$ cat src/rtl/sys_cmd_ctrl_if.sv
// ---------------------------------------------------------------------------
// sys_cmd_ctrl_if
// Bus bundle around the command controller. It carries the UART RX/TX byte
// handshakes, the register-file port and the ALU port.
//   master : the controller's view. It receives RX bytes and read/ALU
//            results, and it drives TX bytes and the register/ALU strobes.
//   slave  : the environment's view (UART, register file, ALU).
// Signal widths follow DATA_WIDTH / ADDR_WIDTH / ALU_OUT_WIDTH / FUN_WIDTH.
// ---------------------------------------------------------------------------
interface sys_cmd_ctrl_if #(
  parameter int DATA_WIDTH    = 8,
  parameter int ADDR_WIDTH    = 4,
  parameter int ALU_OUT_WIDTH = 2*DATA_WIDTH,
  parameter int FUN_WIDTH     = 4
);
  logic [DATA_WIDTH-1:0]    RX_P_DATA;
  logic                     RX_D_VLD;
  logic                     TX_BUSY;
  logic [DATA_WIDTH-1:0]    TX_P_DATA;
  logic                     TX_D_VLD;
  logic                     WR_EN;
  logic                     RD_EN;
  logic [ADDR_WIDTH-1:0]    ADDRESS;
  logic [DATA_WIDTH-1:0]    WR_DATA;
  logic [DATA_WIDTH-1:0]    RD_DATA;
  logic                     RD_DATA_VLD;
  logic                     ALU_EN;
  logic [FUN_WIDTH-1:0]     ALU_FUN;
  logic [ALU_OUT_WIDTH-1:0] ALU_OUT;
  logic                     ALU_OUT_VLD;
  logic                     CLK_GATE_EN;
  logic                     CMD_ERR;

  modport master (
    input  RX_P_DATA, RX_D_VLD, TX_BUSY, RD_DATA, RD_DATA_VLD, ALU_OUT, ALU_OUT_VLD,
    output TX_P_DATA, TX_D_VLD, WR_EN, RD_EN, ADDRESS, WR_DATA, ALU_EN, ALU_FUN,
           CLK_GATE_EN, CMD_ERR
  );

  modport slave (
    output RX_P_DATA, RX_D_VLD, TX_BUSY, RD_DATA, RD_DATA_VLD, ALU_OUT, ALU_OUT_VLD,
    input  TX_P_DATA, TX_D_VLD, WR_EN, RD_EN, ADDRESS, WR_DATA, ALU_EN, ALU_FUN,
           CLK_GATE_EN, CMD_ERR
  );
endinterface

$ cat src/rtl/sys_cmd_ctrl.sv
// ---------------------------------------------------------------------------
// sys_cmd_ctrl
// UART command decoder. It parses byte frames and turns them into
// register-file writes and reads or ALU operations. Read data and ALU
// results are sent back over the UART TX byte handshake.
//   AA addr data   : register write (no response)
//   BB addr        : register read, one response byte
//   CC A B fun     : store A->reg0 and B->reg1, run ALU, return result LSB first
//   DD fun         : run ALU on current operands, return result LSB first
// Ports:
//   CLK, RST : clock and synchronous active-high reset
//   bus      : sys_cmd_ctrl_if.master (RX, TX, register and ALU signals)
// Optional build macro CMD_TIMEOUT_EN: a frame that stalls in a GET_* state
// for TIMEOUT_CYCLES cycles is aborted with a CMD_ERR pulse. When the macro
// is not defined, GET_* states wait indefinitely and no counter exists.
// All outputs are registered, so every output is 0 after a reset edge.
// ---------------------------------------------------------------------------
module sys_cmd_ctrl #(
  parameter int DATA_WIDTH     = 8,
  parameter int ADDR_WIDTH     = 4,
  parameter int ALU_OUT_WIDTH  = 2*DATA_WIDTH,
  parameter int FUN_WIDTH      = 4,
  parameter int TIMEOUT_CYCLES = 65535
) (
  input  logic           CLK,
  input  logic           RST,
  sys_cmd_ctrl_if.master bus
);

  localparam int NBYTES = ALU_OUT_WIDTH / DATA_WIDTH;
  localparam int CW     = $clog2(NBYTES + 1);

  localparam logic [DATA_WIDTH-1:0] OP_WR  = DATA_WIDTH'(8'hAA);
  localparam logic [DATA_WIDTH-1:0] OP_RD  = DATA_WIDTH'(8'hBB);
  localparam logic [DATA_WIDTH-1:0] OP_ALU = DATA_WIDTH'(8'hCC);
  localparam logic [DATA_WIDTH-1:0] OP_NOP = DATA_WIDTH'(8'hDD);

  if ((ALU_OUT_WIDTH % DATA_WIDTH) != 0 || TIMEOUT_CYCLES < 1) begin : g_bad_param
    $error("sys_cmd_ctrl: ALU_OUT_WIDTH must be a multiple of DATA_WIDTH and TIMEOUT_CYCLES >= 1");
  end

  typedef enum logic [3:0] {
    IDLE, GET_ADDR, GET_DATA, GET_OPA, GET_OPB, GET_FUN,
    RD_WAIT, ALU_WAIT, TX_LOAD, TX_WAIT
  } state_e;

  state_e state_q, state_d;

  logic                     rx_vld;
  logic [DATA_WIDTH-1:0]    rx_byte;
  logic                     in_get;
  logic                     timeout;

  logic                     is_rd_q, is_rd_d;          // GET_ADDR belongs to a read frame
  logic                     alu_start_q, alu_start_d;  // ALU_EN still owed, one cycle after gate-on
  logic [ALU_OUT_WIDTH-1:0] tx_buf_q, tx_buf_d;        // response bytes, shifted out LSB first
  logic [CW-1:0]            tx_left_q, tx_left_d;      // bytes still to send, including the current one

  logic                     tx_vld_q, tx_vld_d;
  logic [DATA_WIDTH-1:0]    tx_data_q, tx_data_d;
  logic                     wr_en_q, wr_en_d;
  logic                     rd_en_q, rd_en_d;
  logic [ADDR_WIDTH-1:0]    addr_q, addr_d;
  logic [DATA_WIDTH-1:0]    wr_data_q, wr_data_d;
  logic                     alu_en_q, alu_en_d;
  logic [FUN_WIDTH-1:0]     alu_fun_q, alu_fun_d;
  logic                     clk_gate_q, clk_gate_d;
  logic                     cmd_err_q, cmd_err_d;

  assign rx_vld  = bus.RX_D_VLD;
  assign rx_byte = bus.RX_P_DATA;

  assign in_get = (state_q == GET_ADDR) || (state_q == GET_DATA) || (state_q == GET_OPA) ||
                  (state_q == GET_OPB)  || (state_q == GET_FUN);

`ifdef CMD_TIMEOUT_EN
  localparam int TOW = $clog2(TIMEOUT_CYCLES + 1);
  logic [TOW-1:0] to_cnt_q, to_cnt_d;

  // Counts idle cycles spent inside a frame. Any byte or leaving GET_* restarts it.
  always_comb begin
    to_cnt_d = to_cnt_q + TOW'(1);
    if (!in_get || rx_vld) to_cnt_d = '0;
  end

  assign timeout = in_get && !rx_vld && (to_cnt_q == TOW'(TIMEOUT_CYCLES - 1));

  always_ff @(posedge CLK) begin
    if (RST) to_cnt_q <= '0;
    else     to_cnt_q <= to_cnt_d;
  end
`else
  assign timeout = 1'b0;
`endif

  // ---------------- state register ----------------
  always_ff @(posedge CLK) begin
    if (RST) state_q <= IDLE;
    else     state_q <= state_d;
  end

  // ---------------- next state ----------------
  // RX bytes are ignored outside IDLE/GET_*. In the wait states only the
  // handshake inputs are looked at, so a byte that coincides with them is dropped.
  always_comb begin
    state_d = state_q;
    unique case (state_q)
      IDLE: if (rx_vld) begin
        if (rx_byte == OP_WR || rx_byte == OP_RD) state_d = GET_ADDR;
        else if (rx_byte == OP_ALU)               state_d = GET_OPA;
        else if (rx_byte == OP_NOP)               state_d = GET_FUN;
      end
      GET_ADDR: if (rx_vld) state_d = is_rd_q ? RD_WAIT : GET_DATA;
      GET_DATA: if (rx_vld) state_d = IDLE;
      GET_OPA:  if (rx_vld) state_d = GET_OPB;
      GET_OPB:  if (rx_vld) state_d = GET_FUN;
      GET_FUN:  if (rx_vld) state_d = ALU_WAIT;
      RD_WAIT:  if (bus.RD_DATA_VLD) state_d = TX_LOAD;
      ALU_WAIT: if (!alu_start_q && bus.ALU_OUT_VLD) state_d = TX_LOAD;
      TX_LOAD:  if (!bus.TX_BUSY) state_d = TX_WAIT;
      TX_WAIT:  if (bus.TX_BUSY) state_d = (tx_left_q == CW'(1)) ? IDLE : TX_LOAD;
      default:  state_d = IDLE;
    endcase
    if (timeout) state_d = IDLE;
  end

  // ---------------- outputs / datapath ----------------
  always_comb begin
    is_rd_d     = is_rd_q;
    alu_start_d = alu_start_q;
    tx_buf_d    = tx_buf_q;
    tx_left_d   = tx_left_q;
    tx_vld_d    = tx_vld_q;
    tx_data_d   = tx_data_q;
    wr_en_d     = 1'b0;
    rd_en_d     = 1'b0;
    addr_d      = addr_q;
    wr_data_d   = wr_data_q;
    alu_en_d    = 1'b0;
    alu_fun_d   = alu_fun_q;
    clk_gate_d  = clk_gate_q;
    cmd_err_d   = 1'b0;
    unique case (state_q)
      IDLE: if (rx_vld) begin
        is_rd_d = (rx_byte == OP_RD);
        if (rx_byte != OP_WR && rx_byte != OP_RD && rx_byte != OP_ALU && rx_byte != OP_NOP)
          cmd_err_d = 1'b1;
      end
      GET_ADDR: if (rx_vld) begin
        addr_d  = ADDR_WIDTH'(rx_byte);
        rd_en_d = is_rd_q;
      end
      GET_DATA: if (rx_vld) begin
        wr_data_d = rx_byte;
        wr_en_d   = 1'b1;
      end
      // Operands are placed in the fixed ALU operand registers 0 and 1.
      GET_OPA: if (rx_vld) begin
        addr_d    = '0;
        wr_data_d = rx_byte;
        wr_en_d   = 1'b1;
      end
      GET_OPB: if (rx_vld) begin
        addr_d    = ADDR_WIDTH'(1);
        wr_data_d = rx_byte;
        wr_en_d   = 1'b1;
      end
      // The clock gate is opened first so that the ALU clock is running when ALU_EN arrives.
      GET_FUN: if (rx_vld) begin
        alu_fun_d   = FUN_WIDTH'(rx_byte);
        clk_gate_d  = 1'b1;
        alu_start_d = 1'b1;
      end
      RD_WAIT: if (bus.RD_DATA_VLD) begin
        tx_buf_d  = ALU_OUT_WIDTH'(bus.RD_DATA);
        tx_left_d = CW'(1);
      end
      ALU_WAIT: begin
        if (alu_start_q) begin
          alu_en_d    = 1'b1;
          alu_start_d = 1'b0;
        end else if (bus.ALU_OUT_VLD) begin
          clk_gate_d = 1'b0;
          tx_buf_d   = bus.ALU_OUT;
          tx_left_d  = CW'(NBYTES);
        end
      end
      TX_LOAD: if (!bus.TX_BUSY) begin
        tx_vld_d  = 1'b1;
        tx_data_d = tx_buf_q[DATA_WIDTH-1:0];
      end
      // The byte stays presented until the UART signals busy (it has taken the byte).
      TX_WAIT: if (bus.TX_BUSY) begin
        tx_vld_d  = 1'b0;
        tx_buf_d  = tx_buf_q >> DATA_WIDTH;
        tx_left_d = tx_left_q - CW'(1);
      end
      default: ;
    endcase
    if (timeout) cmd_err_d = 1'b1;
  end

  always_ff @(posedge CLK) begin
    if (RST) begin
      is_rd_q     <= 1'b0;
      alu_start_q <= 1'b0;
      tx_buf_q    <= '0;
      tx_left_q   <= '0;
      tx_vld_q    <= 1'b0;
      tx_data_q   <= '0;
      wr_en_q     <= 1'b0;
      rd_en_q     <= 1'b0;
      addr_q      <= '0;
      wr_data_q   <= '0;
      alu_en_q    <= 1'b0;
      alu_fun_q   <= '0;
      clk_gate_q  <= 1'b0;
      cmd_err_q   <= 1'b0;
    end else begin
      is_rd_q     <= is_rd_d;
      alu_start_q <= alu_start_d;
      tx_buf_q    <= tx_buf_d;
      tx_left_q   <= tx_left_d;
      tx_vld_q    <= tx_vld_d;
      tx_data_q   <= tx_data_d;
      wr_en_q     <= wr_en_d;
      rd_en_q     <= rd_en_d;
      addr_q      <= addr_d;
      wr_data_q   <= wr_data_d;
      alu_en_q    <= alu_en_d;
      alu_fun_q   <= alu_fun_d;
      clk_gate_q  <= clk_gate_d;
      cmd_err_q   <= cmd_err_d;
    end
  end

  assign bus.TX_D_VLD    = tx_vld_q;
  assign bus.TX_P_DATA   = tx_data_q;
  assign bus.WR_EN       = wr_en_q;
  assign bus.RD_EN       = rd_en_q;
  assign bus.ADDRESS     = addr_q;
  assign bus.WR_DATA     = wr_data_q;
  assign bus.ALU_EN      = alu_en_q;
  assign bus.ALU_FUN     = alu_fun_q;
  assign bus.CLK_GATE_EN = clk_gate_q;
  assign bus.CMD_ERR     = cmd_err_q;

endmodule
$ cat src/flat_wrapper.sv
// flat-port wrapper written by rule: the top's interface ports become plain ports
module sys_cmd_ctrl_flat 
#(
  parameter int DATA_WIDTH     = 8,
  parameter int ADDR_WIDTH     = 4,
  parameter int ALU_OUT_WIDTH  = 2*DATA_WIDTH,
  parameter int FUN_WIDTH      = 4,
  parameter int TIMEOUT_CYCLES = 65535
)
  (CLK, RST, bus_RX_P_DATA, bus_RX_D_VLD, bus_TX_BUSY, bus_RD_DATA, bus_RD_DATA_VLD, bus_ALU_OUT, bus_ALU_OUT_VLD, bus_TX_P_DATA, bus_TX_D_VLD, bus_WR_EN, bus_RD_EN, bus_ADDRESS, bus_WR_DATA, bus_ALU_EN, bus_ALU_FUN, bus_CLK_GATE_EN, bus_CMD_ERR);
  sys_cmd_ctrl_if #(.DATA_WIDTH(DATA_WIDTH), .ADDR_WIDTH(ADDR_WIDTH), .ALU_OUT_WIDTH(ALU_OUT_WIDTH), .FUN_WIDTH(FUN_WIDTH)) bus_i ();
  input  logic CLK;
  input  logic RST;
  input wire logic [$bits(bus_i.RX_P_DATA)-1:0] bus_RX_P_DATA;
  input wire logic [$bits(bus_i.RX_D_VLD)-1:0] bus_RX_D_VLD;
  input wire logic [$bits(bus_i.TX_BUSY)-1:0] bus_TX_BUSY;
  input wire logic [$bits(bus_i.RD_DATA)-1:0] bus_RD_DATA;
  input wire logic [$bits(bus_i.RD_DATA_VLD)-1:0] bus_RD_DATA_VLD;
  input wire logic [$bits(bus_i.ALU_OUT)-1:0] bus_ALU_OUT;
  input wire logic [$bits(bus_i.ALU_OUT_VLD)-1:0] bus_ALU_OUT_VLD;
  output wire logic [$bits(bus_i.TX_P_DATA)-1:0] bus_TX_P_DATA;
  output wire logic [$bits(bus_i.TX_D_VLD)-1:0] bus_TX_D_VLD;
  output wire logic [$bits(bus_i.WR_EN)-1:0] bus_WR_EN;
  output wire logic [$bits(bus_i.RD_EN)-1:0] bus_RD_EN;
  output wire logic [$bits(bus_i.ADDRESS)-1:0] bus_ADDRESS;
  output wire logic [$bits(bus_i.WR_DATA)-1:0] bus_WR_DATA;
  output wire logic [$bits(bus_i.ALU_EN)-1:0] bus_ALU_EN;
  output wire logic [$bits(bus_i.ALU_FUN)-1:0] bus_ALU_FUN;
  output wire logic [$bits(bus_i.CLK_GATE_EN)-1:0] bus_CLK_GATE_EN;
  output wire logic [$bits(bus_i.CMD_ERR)-1:0] bus_CMD_ERR;
  assign bus_i.RX_P_DATA = bus_RX_P_DATA;
  assign bus_i.RX_D_VLD = bus_RX_D_VLD;
  assign bus_i.TX_BUSY = bus_TX_BUSY;
  assign bus_i.RD_DATA = bus_RD_DATA;
  assign bus_i.RD_DATA_VLD = bus_RD_DATA_VLD;
  assign bus_i.ALU_OUT = bus_ALU_OUT;
  assign bus_i.ALU_OUT_VLD = bus_ALU_OUT_VLD;
  assign bus_TX_P_DATA = bus_i.TX_P_DATA;
  assign bus_TX_D_VLD = bus_i.TX_D_VLD;
  assign bus_WR_EN = bus_i.WR_EN;
  assign bus_RD_EN = bus_i.RD_EN;
  assign bus_ADDRESS = bus_i.ADDRESS;
  assign bus_WR_DATA = bus_i.WR_DATA;
  assign bus_ALU_EN = bus_i.ALU_EN;
  assign bus_ALU_FUN = bus_i.ALU_FUN;
  assign bus_CLK_GATE_EN = bus_i.CLK_GATE_EN;
  assign bus_CMD_ERR = bus_i.CMD_ERR;
  sys_cmd_ctrl #(.DATA_WIDTH(DATA_WIDTH), .ADDR_WIDTH(ADDR_WIDTH), .ALU_OUT_WIDTH(ALU_OUT_WIDTH), .FUN_WIDTH(FUN_WIDTH), .TIMEOUT_CYCLES(TIMEOUT_CYCLES)) u_core (.CLK(CLK), .RST(RST), .bus(bus_i));
endmodule
$ cat config.mk
export PLATFORM = sky130hd
export DESIGN_NAME = sys_cmd_ctrl_flat
export DESIGN_NICKNAME = d
export VERILOG_FILES = /design/src/rtl/sys_cmd_ctrl_if.sv /design/src/rtl/sys_cmd_ctrl.sv /design/src/flat_wrapper.sv
export SDC_FILE = /design/constraint.sdc
export NUM_CORES = 1
export LEC_CHECK = 0
export CORE_UTILIZATION = 48
export CTS_CLUSTER_SIZE = 20
export DETAILED_ROUTE_END_ITERATION = 16
export PLACE_DENSITY = 0.9
export SYNTH_ARGS = -nofsm -noshare
export SYNTH_HDL_FRONTEND = slang
export SYNTH_SLANG_ARGS = --single-unit
$ cat constraint.sdc
create_clock -name CLK -period 2.25 [get_ports CLK]
set_clock_uncertainty 0.1 [all_clocks]
set_input_delay 0.45 -clock CLK [delete_from_list [all_inputs] [get_ports CLK]]
set_output_delay 0.45 -clock CLK [all_outputs]
set_load 0.03 [all_outputs]
==> metrics.txt, run 1 <==
via count=2273; Root Driver=clkbuf_8; post-synth top area share=0.4322; area leader, netlist=dfxtp_1; Relative slew margins=0.6742; GP Congestion=0.8484; Worst-path clk slew=0.09 ns; placed instance count=402; final wirelength=6.241 mm; total power=2.536 mW; GRT overflow=0; fin. max-slew vios=0; Final nets=381; Syn Area/Cell=9.368 um^2; Skew-Pair Late Insertion Delay=0.31 ns; Synth async-reset ratio=0; status=complete, no violations; initial antenna violation count=0; Power Dens Cells=755.7 nW/um^2; Max Clock Freq=488.8 MHz; drt wl/cell=15.22 um; maximum resistive drop on vdd=427.4 uV; layout cells sized above 1=0.1341; Place WS=-0.09181 ns; Crit Path Category=in2reg; Post-DP Area=3261 um^2; Worst-Margin Slew=0.4835 ns; Hold Crit Class=reg2reg; GRT Total Usage=0.2347; TritonCTS clock tree=yes; io pins=68; Finished Cell Area=3356 um^2; P_leak=1.302 nW; Final setup violation count=0; Initial DRT Pass Iterations=4; CTS Buf Count=5; Hold WS=0.3571 ns; Yosys cell types=48; Post-Route Utilization=0.6877; cells on worst reg2reg path=6; RSZ-0062 raised after global routing=false; post-CTS setup repair buffer count=0; non-filler cells, final=410; Clock Path Buffers=2; final worst setup slack=0.2041 ns; die area=5503 um^2; crit path from=bus_RX_P_DATA[2]; reg-to-reg critical path startpoint=u_core.state_q[3]; initial core utilization=0.5126; Layout area overhead=34.17%; first-pass GRT wire length=9.873 mm; r2r endpoint=u_core.tx_buf_q[4]; Die Y-Extent=74.19 um; Vias/cell=5.544; CORE AREA=4880 um^2; worst path required time=2.36 ns; vias in the first global route=2175; Total Neg Setup Slack=0 ns; Syn. warnings=0; DP HPWL=4.581 mm; Setup crit end=u_core.state_q[3]; number of nets still failing antenna checks after routing=0; Top FF cell, synth=dfxtp_1; top post-synthesis cells by area=dfxtp_1 (43%), mux2i_1 (8.0%), nor2_1 (5.7%); htree depth=2; Inserted Diodes=0; setup slack, reg-to-reg=0.25 ns; element type at the critical path end=register; largest net degree at the start of global routing=32; CP startpoint kind=input pin; drt drc=0; crit path DAT=2.15 ns; Hold Buf Count CTS=0; chip width=74.19 um; Filler cells=365; syn nets=306; Seq/Total Area, Yosys=0.4322; Yosys reg bits=54; Tmin final=2.046 ns; max_cap viols=0; CTS Sinks=54; Row Count=25; crit path max fanout=5; number of port buffers=67; initial drt markers=123; EDFF count, synth=0; CTS resizes=0; Synth Instances=267; Final Hold Vio Count=0; Tcrit/Tclk final=0.9093; Cell Area, Synth=2501 um^2
[worst min path at each step]
stage,start,to,cells past startpoint
2_1_floorplan,u_core.tx_buf_q[10],u_core.tx_buf_q[10],2
3_3_place_gp,u_core.tx_buf_q[8],u_core.tx_buf_q[8],2
3_5_place_dp,u_core.tx_buf_q[13],u_core.tx_buf_q[13],2
4_1_cts,u_core.tx_buf_q[13],u_core.tx_buf_q[13],2
5_1_grt,u_core.tx_buf_q[12],u_core.tx_buf_q[12],2
6_report,u_core.tx_buf_q[13],u_core.tx_buf_q[13],2
[report_power, final]
| part | switching (mW) | internal, mW | total [mW] | leakage (nW) |
|---|---|---|---|---|
| clock network | 0.317 | 0.255 | 0.572 | 0.0489 |
| logic | 0.453 | 0.392 | 0.844 | 0.817 |
| registers | 0.0833 | 1.04 | 1.12 | 0.436 |
| total | 0.853 | 1.68 | 2.54 | 1.30 |
[critical path, cell delays in order]
cell,delay [ns]
clkdlybuf4s50_1,0.52
nor4bb_1,0.36
buf_4,0.18
o2111ai_1,0.12
nand2_2,0.14
a21oi_1,0.09
a311oi_1,0.29
[layout make-up]
cell class	count	area (um^2)	area share
sequential	54	1081	0.3221
tap	67	83.83	0.02498
inverter	5	18.77	0.005593
clock buffer	7	86.33	0.02573
multi-input combinational	187	1234	0.3676
timing repair buffer	89	843.3	0.2513
clock inverter	1	8.758	0.002610
[registers in the layout, summed over array words and instances, names as in the netlist]
register,count
u_core.bus.RD_EN,1
u_core.tx_left_q,2
u_core.bus.ADDRESS,4
u_core.bus.ALU_FUN,4
u_core.bus.ALU_EN,1
u_core.bus.TX_P_DATA,8
u_core.state_q,4
u_core.bus.CMD_ERR,1
u_core.alu_start_q,1
u_core.bus.WR_DATA,8
u_core.tx_buf_q,16
u_core.bus.CLK_GATE_EN,1
u_core.bus.WR_EN,1
u_core.bus.TX_D_VLD,1
u_core.is_rd_q,1
[layout by cell type (no fill, tap or decap), types with 5 or more instances in the layout]
| master | n |
|---|---|
| clkdlybuf4s50_1 | 66 |
| dfxtp_1 | 54 |
| nor2_1 | 38 |
| nand2_1 | 22 |
| buf_4 | 21 |
| mux2i_1 | 20 |
| a21oi_1 | 19 |
| nand3_1 | 18 |
| a22oi_1 | 11 |
| a311oi_2 | 8 |
| o21ai_0 | 6 |
| clkbuf_8 | 6 |
| inv_1 | 5 |
| nor3_1 | 5 |
[synth_stat cells, drive strengths merged, types with 2 or more instances]
library cell and number:
clkbuf 8, nor4bb 2, nor3 6, and2b 3
buf 13, a21oi 19, inv 5, nor2 38
dfxtp 54, a22oi 11, a32oi 2, nand3 18
nand4 2, a311oi 12, nand2 23, a211oi 3
mux2i 20, nor3b 2, o21ai 6
[metal layers]
layer,vias up,track usage,part of all wire
li1,1112,-,-
met1,1069,0.2802,0.42
met2,78,0.4051,0.50
met3,14,0.06369,0.066
met4,0,0.08333,0.017
met5,-,0,0
[cells by family (layout without fill, tap and decap cells)]
kind of cell | after synthesis | in the layout | share of synthesized area
multiplexers | 20 | 20 | 0.08004
buffers and inverters | 26 | 102 | 0.07454
XOR/XNOR | 1 | 1 | 0.003502
AND/OR/NAND/NOR | 103 | 103 | 0.2036
adder cells (fa/ha/maj) | 1 | 1 | 0.005002
flip-flops | 54 | 54 | 0.4322
AO/OA/AOI/OAI | 62 | 62 | 0.2011
No activity file was read; power rests on OpenSTA's default activity.
==> inputs of run 2 (changes only) <==
- CORE_ASPECT_RATIO: not set -> 0.7
==> metrics.txt, run 2 (synthesis gave the netlist of run 1 again) <==
highest metal used=met4; footprint of the multi-input gates=1234 um^2 (unchanged); Finished Cell Area=3381 um^2 (+0.75%); status=complete, no violations; largest net degree at the start of global routing=26 (-19%); sw power=0.8755 mW (+2.7%); WL met3=432 um (+5.4%); M1 WL=2.980 mm (+14%); Row Count=21 (-16%); CP startpoint kind=register; Clock Path Buffers=2 (unchanged); Power Dens Cells=781.9 nW/um^2 (+3.5%); die area=5508 um^2 (about the same); power share of the clock group=0.257 (+0.031); Tmin final=2.093 ns (+0.04699 ns); initial antenna violation count=0 (unchanged); Sw Share=0.3312 (-0.005133); TritonCTS clock tree=yes; GRT overflow=0 (unchanged); Max Clock Freq=477.8 MHz (-2.2%); GP Congestion=0.8566 (+0.97%); chip width=88.28 um (+19%); Total Neg Setup Slack=0 ns (unchanged); RSZ-0062 raised after global routing=false; Root Driver=clkbuf_8; most common cell after layout, fill and taps aside=clkdlybuf4s50_1; cell internal pwr=1.768 mW (+5.0%); Final Hold Vio Count=0 (unchanged); CTS Sinks=54 (unchanged); initial drt markers=208 (+69%); max_cap viols=0 (unchanged); Crit-path slowest cell=dfxtp_1; Cell Chain, Critical Path=nor3b_2, and2_1, o21ba_1, buf_12, nor2_1, a311oi_2; CORE AREA=4887 um^2 (+0.15%); via count=2306 (+1.5%); Hold Buf Count CTS=0 (unchanged); drt wl/cell=15.01 um (-1.4%); P_leak=1.308 nW (+0.48%); commonest cells after routing, fill and taps aside=clkdlybuf4s50_1 (66), dfxtp_1 (54), nor2_1 (38); DP HPWL=4.535 mm (-0.99%); Hold Crit Class=reg2reg; maximum resistive drop on vdd=312.1 uV (-27%); Filler cells=378 (+3.6%); Worst-path clk slew=0.10 ns (about the same); Final nets=381 (unchanged); io pins=68 (unchanged); Worst path max stage delay=0.60 ns (+0.08 ns); Most flops, register=u_core.tx_buf_q; Worst-Margin Slew=0.5700 ns (+0.08645 ns); drt drc=0 (unchanged); Vias/cell=5.597 (+0.96%); max reg flops=16 (unchanged); first-pass GRT wire length=9.867 mm (about the same); CTS Buf Count=5 (unchanged); post-CTS setup repair buffer count=0 (unchanged); layout cells sized above 1=0.1370 (+0.002915); register share of total power=0.426 (-0.015); final wirelength=6.185 mm (-0.90%); Crit Path Category=reg2reg; Tcrit/Tclk final=0.9302 (+0.02088); GRT Total Usage=0.2307 (-0.004011); Relative slew margins=0.6191 (-0.05515); crit path max fanout=25 (+20); Layout area overhead=35.17%; number of port buffers=67 (unchanged); Die Y-Extent=62.40 um (-16%); htree depth=2 (unchanged); Gate power share=0.318 (-0.015); Inserted Diodes=0 (unchanged); number of nets still failing antenna checks after routing=0 (unchanged); Post-DP Area=3263 um^2 (about the same); Initial DRT Pass Iterations=4 (unchanged); Skew-Pair Late Insertion Delay=0.32 ns (about the same); register area=1081 um^2 (unchanged); element type at the critical path end=register; Final setup violation count=0 (unchanged); vias in the first global route=2073 (-4.7%); initial core utilization=0.5118 (-0.0007873); met2 WL=2.708 mm (-13%); crit path DAT=2.23 ns (+0.08 ns); worst path required time=2.38 ns (+0.02 ns); fin. max-slew vios=0 (unchanged); CTS resizes=0 (unchanged)
==> run 2: path summary, 6_finish.rpt <==
check / from / end / slack, ns / cells after the start
setup reg to reg: u_core.state_q[3] / u_core.tx_buf_q[4] / 0.16 / 6
hold reg to reg: u_core.tx_buf_q[14] / u_core.tx_buf_q[14] / 0.36 / 2
setup / recovery: u_core.state_q[3] / u_core.tx_buf_q[4] / 0.16 / 6
hold / removal: u_core.tx_buf_q[14] / u_core.tx_buf_q[14] / 0.36 / 2
==> run 2: metal layers <==
metal	GRT usage	vias up
met5	0	-
met4	0.08266	0
met3	0.04888	7
met2	0.3375	96
met1	0.3331	1090
li1	-	1113
==> run 2: critical path, delay by kind of cell, from the launching register on <==
kind / cells / cell delay, ns
AO/OA/AOI/OAI: 2 / 0.46
buffers and inverters: 1 / 0.19
AND/OR/NAND/NOR: 3 / 0.66
flip-flops: 1 / 0.60
==> run 2: area by class of cell <==
type,instances,area share
clock buffer,5,0.02036
clock inverter,3,0.01443
inverter,5,0.005551
multi-input combinational,187,0.3649
sequential,54,0.3198
tap,69,0.02554
timing repair buffer,89,0.2494
==> run 2: stage by stage <==
stage	std cells	setup WS [ns]	utilization	power, mW	hold slack (ns)
after floorplan	267	0.4519	-	1.688	0.3323
after global placement	404	0.03075	0.6677	1.942	0.3386
after detailed placement	404	-0.04579	0.6677	1.971	0.3497
after CTS	412	0.1684	0.6918	2.649	0.3634
after global routing	412	0.05480	0.6918	2.770	0.3716
final	412	0.1571	0.6918	2.643	0.3596
==> run 2: power groups by stage <==
| stage | clock network [mW] | logic, mW | registers (mW) |
|---|---|---|---|
| 2_1_floorplan | 0 | 0.513 | 1.17 |
| 3_3_place_gp | 0 | 0.803 | 1.14 |
| 3_5_place_dp | 0 | 0.828 | 1.14 |
| 4_1_cts | 0.695 | 0.833 | 1.12 |
| 5_1_grt | 0.733 | 0.899 | 1.14 |
| 6_report | 0.678 | 0.840 | 1.13 |
